## config.mk

```make
export PLATFORM = sky130hd
export DESIGN_NAME = devil_pattern_matcher
export DESIGN_NICKNAME = d
export VERILOG_FILES = /design/src/rtl/devil_pattern_matcher.sv
export SDC_FILE = /design/constraint.sdc
export NUM_CORES = 1
export LEC_CHECK = 0
export ABC_AREA = 1
export BUFFER_PORTS_ARGS = -buffer_cell sky130_fd_sc_hd__buf_2
export CORE_AREA = 2 2 258 260
export DETAILED_ROUTE_END_ITERATION = 8
export DIE_AREA = 0 0 260 262
export GPL_ROUTABILITY_DRIVEN = 0
export PLACE_DENSITY_LB_ADDON = 0.08
export SETUP_SLACK_MARGIN = 0.1
export SYNTH_ARGS = -nofsm -noshare
export SYNTH_HDL_FRONTEND = slang
export SYNTH_SLANG_ARGS = --single-unit
```

## constraint.sdc

```tcl
create_clock -name ace_aclk -period 2.6 [get_ports ace_aclk]
set_input_delay 0.52 -clock ace_aclk [delete_from_list [all_inputs] [get_ports ace_aclk]]
set_output_delay 0.52 -clock ace_aclk [all_outputs]
set_load 0.1 [all_outputs]
```

## src/rtl/devil_pattern_matcher.sv

```systemverilog
// -----------------------------------------------------------------------------
// devil_pattern_matcher
//
// Passively taps one data channel of a coherent interconnect and raises a
// one-cycle pulse whenever a complete, correctly aligned cache line equals a
// target pattern. It also flags bursts whose length differs from one line and
// keeps a saturating count of matches.
//
// Ports
//   ace_aclk        clock; all logic runs on its rising edge
//   ace_aresetn     asynchronous, active-low reset
//   i_enable        arms matching (held high while the controller is leaking)
//   i_pattern       target line; slice k (C_ACE_DATA_WIDTH bits) is beat k
//   i_data_valid    tapped channel valid
//   i_data_ready    tapped channel ready (observed only)
//   i_data          tapped beat payload
//   i_data_last     tapped channel last-beat marker
//   i_clear         synchronous clear of o_match_count
//   o_pattern_match one-cycle pulse, one cycle after the last beat of a match
//   o_protocol_err  one-cycle pulse when a burst is not exactly one line long
//   o_match_count   saturating match counter
//   o_busy          high while collecting or flushing a burst
// -----------------------------------------------------------------------------
module devil_pattern_matcher #(
    parameter int C_ACE_DATA_WIDTH = 128,
    parameter int C_LINE_BEATS     = 4,
    parameter int C_CNT_WIDTH      = 8
) (
    input  logic                                     ace_aclk,
    input  logic                                     ace_aresetn,
    input  logic                                     i_enable,
    input  logic [C_ACE_DATA_WIDTH*C_LINE_BEATS-1:0] i_pattern,
    input  logic                                     i_data_valid,
    input  logic                                     i_data_ready,
    input  logic [C_ACE_DATA_WIDTH-1:0]              i_data,
    input  logic                                     i_data_last,
    input  logic                                     i_clear,
    output logic                                     o_pattern_match,
    output logic                                     o_protocol_err,
    output logic [C_CNT_WIDTH-1:0]                   o_match_count,
    output logic                                     o_busy
);

    typedef enum logic [1:0] {
        IDLE     = 2'd0,
        WAIT_SOL = 2'd1,
        COLLECT  = 2'd2,
        FLUSH    = 2'd3
    } state_t;

    localparam logic [1:0] LAST_IDX = 2'(C_LINE_BEATS - 1);

    state_t                  state_q,     state_d;
    logic                    mid_burst_q, mid_burst_d;
    logic [1:0]              idx_q,       idx_d;
    logic                    eq_q,        eq_d;
    logic                    match_q,     match_d;
    logic                    err_q,       err_d;
    logic                    busy_q,      busy_d;
    logic [C_CNT_WIDTH-1:0]  count_q,     count_d;

    logic beat;
    logic slice_eq;

    function automatic logic [C_ACE_DATA_WIDTH-1:0] pattern_slice(
        input logic [C_ACE_DATA_WIDTH*C_LINE_BEATS-1:0] pat,
        input logic [1:0]                               k
    );
        return pat[int'(k)*C_ACE_DATA_WIDTH +: C_ACE_DATA_WIDTH];
    endfunction

    function automatic logic [C_CNT_WIDTH-1:0] sat_inc(input logic [C_CNT_WIDTH-1:0] c);
        return (c == '1) ? c : c + 1'b1;
    endfunction

    always_comb begin
        beat     = i_data_valid & i_data_ready;
        // Pattern is sampled on every beat, never latched.
        slice_eq = (i_data == pattern_slice(i_pattern, idx_q));

        state_d     = state_q;
        mid_burst_d = mid_burst_q;
        idx_d       = idx_q;
        eq_d        = eq_q;
        match_d     = 1'b0;
        err_d       = 1'b0;

        // Burst alignment is tracked regardless of state or enable, so that
        // arming in the middle of a burst can be detected.
        if (beat) begin
            mid_burst_d = ~i_data_last;
        end

        unique case (state_q)
            IDLE: begin
                idx_d = 2'd0;
                eq_d  = 1'b1;
                // Use the post-beat alignment so a beat in this very cycle
                // is accounted for when choosing where to start.
                if (i_enable) begin
                    state_d = mid_burst_d ? WAIT_SOL : COLLECT;
                end
            end
            WAIT_SOL: begin
                if (beat && i_data_last) begin
                    state_d = COLLECT;
                    idx_d   = 2'd0;
                    eq_d    = 1'b1;
                end
            end
            COLLECT: begin
                if (beat) begin
                    if (i_data_last) begin
                        if (idx_q == LAST_IDX) begin
                            match_d = eq_q & slice_eq;
                        end else begin
                            err_d = 1'b1;
                        end
                        idx_d = 2'd0;
                        eq_d  = 1'b1;
                    end else if (idx_q == LAST_IDX) begin
                        // Burst longer than a line: drop the rest of it.
                        err_d   = 1'b1;
                        state_d = FLUSH;
                        idx_d   = 2'd0;
                        eq_d    = 1'b1;
                    end else begin
                        idx_d = idx_q + 2'd1;
                        eq_d  = eq_q & slice_eq;
                    end
                end
            end
            FLUSH: begin
                if (beat && i_data_last) begin
                    state_d = COLLECT;
                    idx_d   = 2'd0;
                    eq_d    = 1'b1;
                end
            end
            default: begin
                state_d = IDLE;
            end
        endcase

        // Disarming wins over everything except a line that completes with a
        // match in the same cycle; partial lines vanish silently.
        if (!i_enable) begin
            state_d = IDLE;
            idx_d   = 2'd0;
            eq_d    = 1'b1;
            err_d   = 1'b0;
        end

        busy_d = (state_d == COLLECT) || (state_d == FLUSH);

        // Clear beats a coincident match pulse.
        if (i_clear) begin
            count_d = '0;
        end else if (match_q) begin
            count_d = sat_inc(count_q);
        end else begin
            count_d = count_q;
        end
    end

    always_ff @(posedge ace_aclk or negedge ace_aresetn) begin
        if (!ace_aresetn) begin
            state_q     <= IDLE;
            mid_burst_q <= 1'b0;
            idx_q       <= 2'd0;
            eq_q        <= 1'b1;
            match_q     <= 1'b0;
            err_q       <= 1'b0;
            busy_q      <= 1'b0;
            count_q     <= '0;
        end else begin
            state_q     <= state_d;
            mid_burst_q <= mid_burst_d;
            idx_q       <= idx_d;
            eq_q        <= eq_d;
            match_q     <= match_d;
            err_q       <= err_d;
            busy_q      <= busy_d;
            count_q     <= count_d;
        end
    end

    assign o_pattern_match = match_q;
    assign o_protocol_err  = err_q;
    assign o_match_count   = count_q;
    assign o_busy          = busy_q;

endmodule

```

# After elaboration in Yosys (flattened, before gate mapping)
# Index checks and enable logic that the tools add are counted.
# totals
out_inout_bits	11
ff_bits	17
input_bits	647
wordCells	65
# classes
n_reduce_logical	7
add_sub_neg	2
shift	1
n_bitwise	3
eq_ne	11
mux	33
# ops
cell	n
$shiftx 512x10->128	1
$eq 128x128->1	1
$mux 8	3
$mux 2	11
$mux 1	16
$pmux 2 s3	2
$eq 2x2->1 const B	5
$add 8x1->8 const B	1
$eq 8x8->1 const B	1
$reduce_and 2->1	2
$ne 3x2->1 const B	1
$ne 3x3->1 const B	1
$pmux 1 s3	1
$add 2x1->2 const B	1
$and 1x1->1	2
$eq 2x1->1 const B	1
$logic_not 2->1	1
$ne 2x2->1 const B	1
$reduce_bool 2->1	1
$reduce_or 2->1	1
$logic_and 1x1->1	1
$logic_or 1x1->1	1
$not 1->1	1

# Longest topological paths before layout
# Gate-level depths: netlist of the first run.
# depth
depth_word	8
ltp_mapped	18
depth_no_buf	15

# Worst setup path after synthesis of the first run
# No wires, ideal clock.
# synth_path
path_type	flip-flop to flip-flop
startpoint	register count_q[1], in the netlist o_match_count[1]
endpoint	register count_q[6], in the netlist o_match_count[6]
setup_slack_ps	311
setup_time_ps	104
synth_period_minus_slack_ps	2289
n_path_buf	0
path_stages_with_launch	8
t_arrival_ps	2185
t_required_ps	2496
path_cell_list	dfrtp_1 -> ha_1 -> nand2_1 -> nor4_1 -> nand2_1 -> nand2_1 -> inv_1 -> a221oi_1
# synth_between
elab_chain_len	4
elab_cells_between_ends	7
classes_between	1 x add/sub; 2 x eq/ne; 3 x mux; 1 x reduce/logical
# synth_lines
element	line	text
from (decl)	60	logic [C_CNT_WIDTH-1:0] count_q, count_d;
from (signal assigned)	184	count_q <= count_d;
$add 8x1->8	73	return (c == '1) ? c : c + 1'b1;
$mux 8	73	
$mux 8	159	end else if (match_q) begin
$mux 8	157	if (i_clear) begin
# Several ways; a longest one is shown, not always the timed one. The select of a mux whose other input is x is not followed.
# A chain may end at the register's enable or synchronous reset.

# Worst setup path after layout of the first run
# layout_path
startpoint	register idx_q[0]
endpoint	register eq_q
# layout_between
elab_chain_len	8
elab_cells_between_ends	9
classes_between	2 x eq/ne; 1 x shift; 5 x mux; 1 x bitwise
# layout_lines
element	line	text
from (decl)	55	logic [1:0] idx_q, idx_d;
from (signal assigned)	179	idx_q <= idx_d;
$shiftx 512x10->128	69	return pat[int'(k)*C_ACE_DATA_WIDTH +: C_ACE_DATA_WIDTH];
$eq 128x128->1	79	slice_eq = (i_data == pattern_slice(i_pattern, idx_q));
$and 1x1->1	129	eq_d = eq_q & slice_eq;
$mux 1 *	121	end else if (idx_q == LAST_IDX) begin
$mux 1 *	113	if (i_data_last) begin
$mux 1 *	112	if (beat) begin
$pmux 1 s3 *	94	unique case (state_q)
$mux 1 *	147	if (!i_enable) begin
to (signal assigned)	180	eq_q <= eq_d;
to (decl)	56	logic eq_q, eq_d;
# Every way passes the cells marked *; elsewhere a longest branch is shown, timed or not. The select of a mux whose other input is x is not followed.

==> results of run 1 <==
==> registers in the layout, summed over array words and instances, names as in the netlist <==
| name | flops |
|---|---|
| eq_q | 1 |
| o_pattern_match | 1 |
| o_match_count | 8 |
| o_busy | 1 |
| state_q | 2 |
| idx_q | 2 |
| o_protocol_err | 1 |
| mid_burst_q | 1 |
==> layout make-up <==
cell class / count / area [sq um] / share of cell area [%]
multi-input combinational: 1382 / 6446 / 48.46
timing repair buffer: 754 / 4793 / 36.03
tap: 864 / 1081 / 8.126
sequential: 17 / 434.2 / 3.264
inverter: 94 / 391.6 / 2.944
clock buffer: 3 / 75.07 / 0.5643
antenna: 17 / 42.54 / 0.3198
timing repair inverter: 2 / 31.28 / 0.2351
clock inverter: 1 / 7.507 / 0.05643
==> cell usage in the layout, fill, tap and decap left out, drive strengths merged <==
cell	count
a21oi	6
a221oi	1
nor2	58
nand3	317
buf	746
o21a	1
nor3b	1
and3	1
nand3b	54
nand2	881
inv	94
dfrtp	16
a22o	2
a2bb2oi	1
dfstp	1
clkinv	2
ha	2
o31ai	1
clkbuf	7
xnor2	10
xor2	8
o22ai	5
nand4	8
a31oi	1
diode	17
clkinvlp	1
o21ai	16
bufbuf	4
nor3	7
nor4	1
==> timing repair <==
item	4_1_cts	5_1_grt
pin swaps	36	66
cloned	10	5
resized for setup	60	105
endpoints found under the setup margin	2	2
buffers inserted	25	10
==> stage by stage <==
| step | hold WS, ns | area, sq um | setup WS, ns |
|---|---|---|---|
| CTS | 0.2366 | 12660 | -0.05438 |
| finish | 0.2084 | 13300 | 0.09518 |
| detailed placement | 0.5133 | 11800 | -0.3505 |
| floorplan | 0.2244 | 7308 | 0.3113 |
| global route | 0.2454 | 13290 | -0.08114 |
| global placement | 0.5093 | 11800 | -0.3239 |
==> worst reg2reg max path, cell delays in order (launching register included) <==
cell and delay (ns):
dfrtp_4 0.53, buf_12 0.16, buf_12 0.14, buf_16 0.16, nand2_2 0.06, nand3_2 0.08, buf_4 0.13, nand3b_1 0.10
nand2_2 0.10, inv_2 0.07, nand2_2 0.07, nor2_4 0.16, nand2_1 0.08, nor2_1 0.08, nand2_1 0.07, nor2_2 0.13
buf_4 0.13, nand3_4 0.08, a21oi_2 0.13
==> cells by family (layout without fill, tap and decap cells) <==
kind of cell             after synthesis  count (layout)
AO/OA/AOI/OAI                         34              34
buffers and inverters                179             854
XOR/XNOR                              18              18
AND/OR/NAND/NOR                     1328            1328
flip-flops                            17              17
adder cells (fa/ha/maj)                2               2
other                                  0              17
==> layer usage <==
metal / wire length [um] / share of wire (%) / vias up
met5: 219 / 0.34 / -
met4: 836 / 1.3 / 32
met3: 3773 / 5.8 / 62
met2: 33160 / 51 / 390
met1: 27320 / 42 / 5766
li1: - / - / 6393
==> path summary, 6_finish.rpt <==
kind / end / slack, ns / from / cells after the start
worst max-delay path: eq_q$_DFFE_PN1P_ / 0.1 / idx_q[0]$_DFFE_PN0P_ / 18
worst min-delay path: o_match_count[2]$_DFFE_PN0P_ / 0.21 / ace_aresetn / 1
worst max register to register: eq_q$_DFFE_PN1P_ / 0.1 / idx_q[0]$_DFFE_PN0P_ / 18
worst min register to register: mid_burst_q$_DFF_PN0_ / 0.55 / mid_burst_q$_DFF_PN0_ / 2
max in group asynchronous: idx_q[0]$_DFFE_PN0P_ / 2.03 / ace_aresetn / 1
min in group ace_aclk: o_match_count[6]$_DFFE_PN0P_ / 0.46 / i_clear / 2
==> where the power goes <==
part,total [W],internal (W),leakage [nW],switching [W]
sequential,0.000323,0.000291,0.223,0.0000320
combinational,0.00843,0.00357,7.18,0.00486
clock,0.000332,0.000208,0.0372,0.000124
total,0.00908,0.00406,7.44,0.00502
==> reports/qor.yml, run 1 <==
yosys:
  synth_area_sq_um: 7308
  ys_top_cells_by_area: "nand2_1, nand3_1, nand3b_1"
  yosysWarnings: 0
  syn_avg_cell_area_sq_um: 4.631
  muxShareOfSynthArea_pct: 0
  synth_compound_area_share_pct: 2.705
  synth_xor_area_share_pct: 2.157
  synth_top_family_by_area: "simple AND/OR/NAND/NOR gates"
  synth_edf_count: 0
  synthTopCellsByCount: "nand2_1, nand3_1, inv_1, buf_2, nor2_1"
  synth.distinct_cells: 30
  syn_inst: 1578
  async_reset_ff_share_pct: 100.0
  synth_top_flop_cell: "dfrtp_1"
  yosys_register_bits: 17
  synth_top_cell_area_share_pct: 45.25
  synth-simple-area-share_pct: 76.92
  synth_area_leader_cell: "nand2_1"
  synth_fa_ha_area_share_pct: 0.3424
  yosysMostFrequentCell: "nand2_1"
  ys_seq_area_share_pct: 5.838
  synthesis.nets: 2227
worst_setup_path:
  startpoint_type: "register"
  path_class: "register to register"
  crit_fanout: 16
  slowest_delay_ns: 0.53
  cp_slowest_cell: "dfrtp_4"
  cp_top_family: "simple AND/OR/NAND/NOR gates"
  path_buf_inv: 6
  setup.worst_path.end_class: "register"
  cp_common_cell: "nand2_2"
  cp.required_ns: 2.79
  crit_chain: "buf_12 > buf_12 > buf_16 > nand2_2 > nand3_2 > buf_4 > nand3b_1 > nand2_2 > inv_2 > nand2_2 > nor2_4 > nand2_1 > nor2_1 > nand2_1 > nor2_2 > buf_4 > nand3_4 > a21oi_2"
  cp.arrival_ns: 2.69
detailed_routing:
  wl_per_cell_um: 20.84
  drc: 0
  drt_pre_antenna_iters: 5
  drt_iter0_drc: 734
  drt-vias-per-instance: 4.034
  wirelength_um: 65310
  antenna_left: 0
  via_count: 12643
cells_and_area:
  n_fill_cell: 7852
  stdcell_count: 3134
  final_layout_size_suffix_gt1_share_pct: 39.19
  nNetsFinal: 2903
  final_core_util_pct: 20.38
  area_growth_pct: 82.02
clock_tree:
  clkLatencyLatePin_ns: 0.25
  cts_root_buf: "clkbuf_16"
  clock_path_buffers: 2
  cts_buffers: 3
  postCtsHoldBufs: 0
  cts_tree: "built"
  htreeDepth: 1
  path_clk_slew_ns: 0.06
  cts.sink_count: 17
sta:
  timing.final.crit_share_pct: 96.34
  max_freq_mhz: 399.2
  min_period_ns: 2.505
  setup_violations: 0
  worst_clock_skew_ns: 0.002945
  worstMarginPinSlew_ns: 0.5129
  rsz0062_at_grt: "yes"
  maxSlewViolCount: 0
  hold_violations: 0
  fin_tns_setup_ns: 0
  maxSlewHeadroom_pct: 66.04
power:
  ir_worst_vdd_mv: 0.2250
  p_leak_nw: 7.443
  p_total_w: 0.009083
  p_per_area_nw_per_um2: 682.8
die:
  die_w_um: 260
  start_util_pct: 11.20
  io_pins: 658
  core.rowCount: 94
  core_area_sq_um: 65280
  die_h_um: 262
  die_area_sq_um: 68120
global_routing:
  grt_pass1_vias: 12544
  track_usage_pct: 17.59
  grtUsageMet2_pct: 32.40
  gr-total-overflow: 0
  grt_pass1_wl_um: 86370
  use_met1_pct: 21.31
  grt_max_degree: 52
  grt-busiest-layer: "met2"
  antenna_found_initial: 35
  met3_usage_pct: 3.279
min_path:
  hold_path_class: "input port to asynchronous set/reset pin"
run:
  timing.max_cap.violations: 0
placed_design:
  hpwlAfterDp_um: 53610
  placed_cells: 3063
  port_buffers: 657
outcome:
  outcome: "completed"
(Power assumes the default switching activity.)
==> inputs of run 2 (changes only) <==
SETUP_SLACK_MARGIN = not set   (was 0.1)
==> run 2 against run 1 <==
Cell count decreased by 0.22%. Power decreased by 1.5%. Maximum frequency increased by 2.8%. Count of clock-buffer cells in the layout unchanged. First-iteration DRC count decreased by 12%. Critical endpoint unchanged. Core utilization decreased by 0.34 points. Wire length decreased by 0.66%. Clock skew decreased by 0.00061 ns. Sequential power increased by 1%.
==> reports/qor.yml, run 2 (synthesis gave the netlist of run 1 again) <==
detailed_routing:
  via_count: 12569  # was 12643
  antenna_left: 0  # unchanged
  drc: 0  # unchanged
  drt-vias-per-instance: 4.020  # was 4.034
  drt_pre_antenna_iters: 7  # was 5
  drt_iter0_drc: 649  # was 734
  wirelength_um: 64880  # was 65310 um
  wl_per_cell_um: 20.75  # was 20.84 um
worst_setup_path:
  cp.arrival_ns: 2.62  # was 2.69 ns
  reg2reg_to: "eq_q$_DFFE_PN1P_"  # unchanged
  path_class: "register to register"  # unchanged
  crit_fanout: 10  # was 16
  cp.required_ns: 2.79  # about the same
  startpoint_type: "register"  # unchanged
  reg2reg_depth: 15  # was 18
  r2r-start: "idx_q[0]$_DFFE_PN0P_"  # unchanged
  r2r_slack_ns: 0.16  # was 0.1 ns
  setup.worst_path.end_class: "register"  # unchanged
die:
  io_pins: 658  # unchanged
  die_h_um: 262  # unchanged
  start_util_pct: 11.20  # unchanged
  die_area_sq_um: 68120  # unchanged
  core.rowCount: 94  # unchanged
  die_w_um: 260  # unchanged
  core_area_sq_um: 65280  # unchanged
power:
  p_per_area_nw_per_um2: 683.5  # was 682.8 nW/um^2
  p_leak_nw: 7.352  # was 7.443 nW
  p_total_w: 0.008942  # was 0.009083 W
  ir_worst_vdd_mv: 0.2641  # was 0.2250 mV
global_routing:
  gr-total-overflow: 0  # unchanged
  antenna_found_initial: 36  # was 35
  track_usage_pct: 17.41  # was 17.59%
  grt_pass1_vias: 12413  # was 12544
  grt_max_degree: 52  # unchanged
  grt_pass1_wl_um: 85550  # was 86370 um
clock_tree:
  cts_tree: "built"  # unchanged
  cts.sink_count: 17  # unchanged
  path_clk_slew_ns: 0.06  # about the same
  cts_buffers: 3  # unchanged
  clock_path_buffers: 2  # unchanged
  cts_root_buf: "clkbuf_16"  # unchanged
  clkLatencyLatePin_ns: 0.25  # about the same
  htreeDepth: 1  # unchanged
sta:
  max_freq_mhz: 410.5  # was 399.2 MHz
  min_period_ns: 2.436  # was 2.505 ns
  whs_ns: 0.2079  # was 0.2084 ns
  worstMarginPinSlew_ns: 0.5102  # was 0.5129 ns
  maxSlewHeadroom_pct: 66.22  # was 66.04%
  hold_violations: 0  # unchanged
  maxSlewViolCount: 0  # unchanged
  setup_violations: 0  # unchanged
  worst_clock_skew_ns: 0.002336  # was 0.002945 ns
  timing.final.crit_share_pct: 93.70  # was 96.34%
run:
  timing.max_cap.violations: 0  # unchanged
cells_and_area:
  final_layout_size_suffix_gt1_share_pct: 36.80  # was 39.19%
  n_fill_cell: 7867  # was 7852
  nNetsFinal: 2892  # was 2903
  design_area_sq_um: 13080  # was 13300 sq um
  area_growth_pct: 79.01  # was 82.02%
  layout_commonest_cell: "nand2_1"  # unchanged
  ff_latch_area_sq_um: 434.2  # unchanged
  final_cell_mix: "nand2_1, buf_2, nand3_1"  # unchanged
  largest_reg_flops: 8  # unchanged
  multi_input_area_sq_um: 6304  # was 6446 sq um
placed_design:
  hpwlAfterDp_um: 53610  # unchanged
  placed_cell_area_sq_um: 11800  # unchanged
  port_buffers: 657  # unchanged
min_path:
  hold_path_class: "input port to asynchronous set/reset pin"  # unchanged
outcome:
  outcome: "completed"  # unchanged
==> run 2: cell types whose count changed in the layout (fill, tap and decap cells not counted), sizes merged <==
cell / change
buf: -15
clkbuf: +5
bufbuf: -1
clkinv: -1
diode: +4
inv: +1
==> run 2: through the flow <==
step	util, %	TNS (ns)	std cells	setup WS [ns]
finish	20.04	0	3127	0.1639
global route	20.01	-0.006672	3119	-0.006672
CTS	18.93	0	3083	0.0006075
detailed placement	18.08	-0.6447	3063	-0.3505
global placement	18.08	-0.6097	3063	-0.3239
floorplan	-	0	1578	0.3113
==> run 2: routing by layer <==
layer  track usage [%]  vias up  wire length [um]  part of all wire [%]
met5                 0        -               226                  0.35
met4             3.352       32               710                   1.1
met3             3.385       60              3840                   5.9
met2             31.90      389             32890                    51
met1             21.06     5711             27210                    42
li1                  -     6377                 -                     -
==> run 2: worst max-delay path: stages (launching register included) <==
cell	delay, ns
dfrtp_4	0.54
buf_4	0.16
buf_12	0.12
buf_12	0.13
bufbuf_16	0.28
nand2_1	0.09
nand3_1	0.10
nand3b_1	0.11
nand3_1	0.08
nor2_1	0.13
nand2_1	0.13
nor2_4	0.12
nand2_2	0.06
nor2_4	0.09
nand3_4	0.08
a21oi_2	0.13
==> run 2: where the power goes <==
part	switching, W	internal, W	total, W	leakage [nW]
registers	0.0000361	0.000291	0.000327	0.223
clock network	0.000125	0.000208	0.000333	0.0372
logic	0.00478	0.00351	0.00828	7.09
total	0.00494	0.00400	0.00894	7.35
==> run 2: worst max-delay path by stage <==
| stage | from | endpoint | slack [ns] | cells past startpoint |
|---|---|---|---|---|
| 2_1_floorplan | o_match_count[1]$_DFFE_PN0P_ | o_match_count[6]$_DFFE_PN0P_ | 0.31 | 7 |
| 3_3_place_gp | idx_q[0]$_DFFE_PN0P_ | eq_q$_DFFE_PN1P_ | -0.32 | 17 |
| 3_5_place_dp | idx_q[0]$_DFFE_PN0P_ | eq_q$_DFFE_PN1P_ | -0.35 | 15 |
| 4_1_cts | idx_q[0]$_DFFE_PN0P_ | eq_q$_DFFE_PN1P_ | 0.0006 | 14 |
| 5_1_grt | idx_q[0]$_DFFE_PN0P_ | eq_q$_DFFE_PN1P_ | -0.007 | 16 |
| 6_report | idx_q[0]$_DFFE_PN0P_ | eq_q$_DFFE_PN1P_ | 0.16 | 15 |
==> run 2: cell type report <==
type,instances,share of cell area [%]
diodes,21,0.4017
clock buffers,3,0.5738
clock inverters,1,0.05738
inverters,94,2.917
multi-input cells,1382,48.18
flip-flops and latches,17,3.319
well taps,864,8.263
repair buffers,743,36.13
repair inverters,2,0.1530
==> run 2: what timing repair did <==
action                     CTS  global route
cloned                       8            10
setup buffers                9            14
setup endpoints to repair    2             2
hold buffers                 0             0
resized for setup           38            77
pin swaps                   13            33
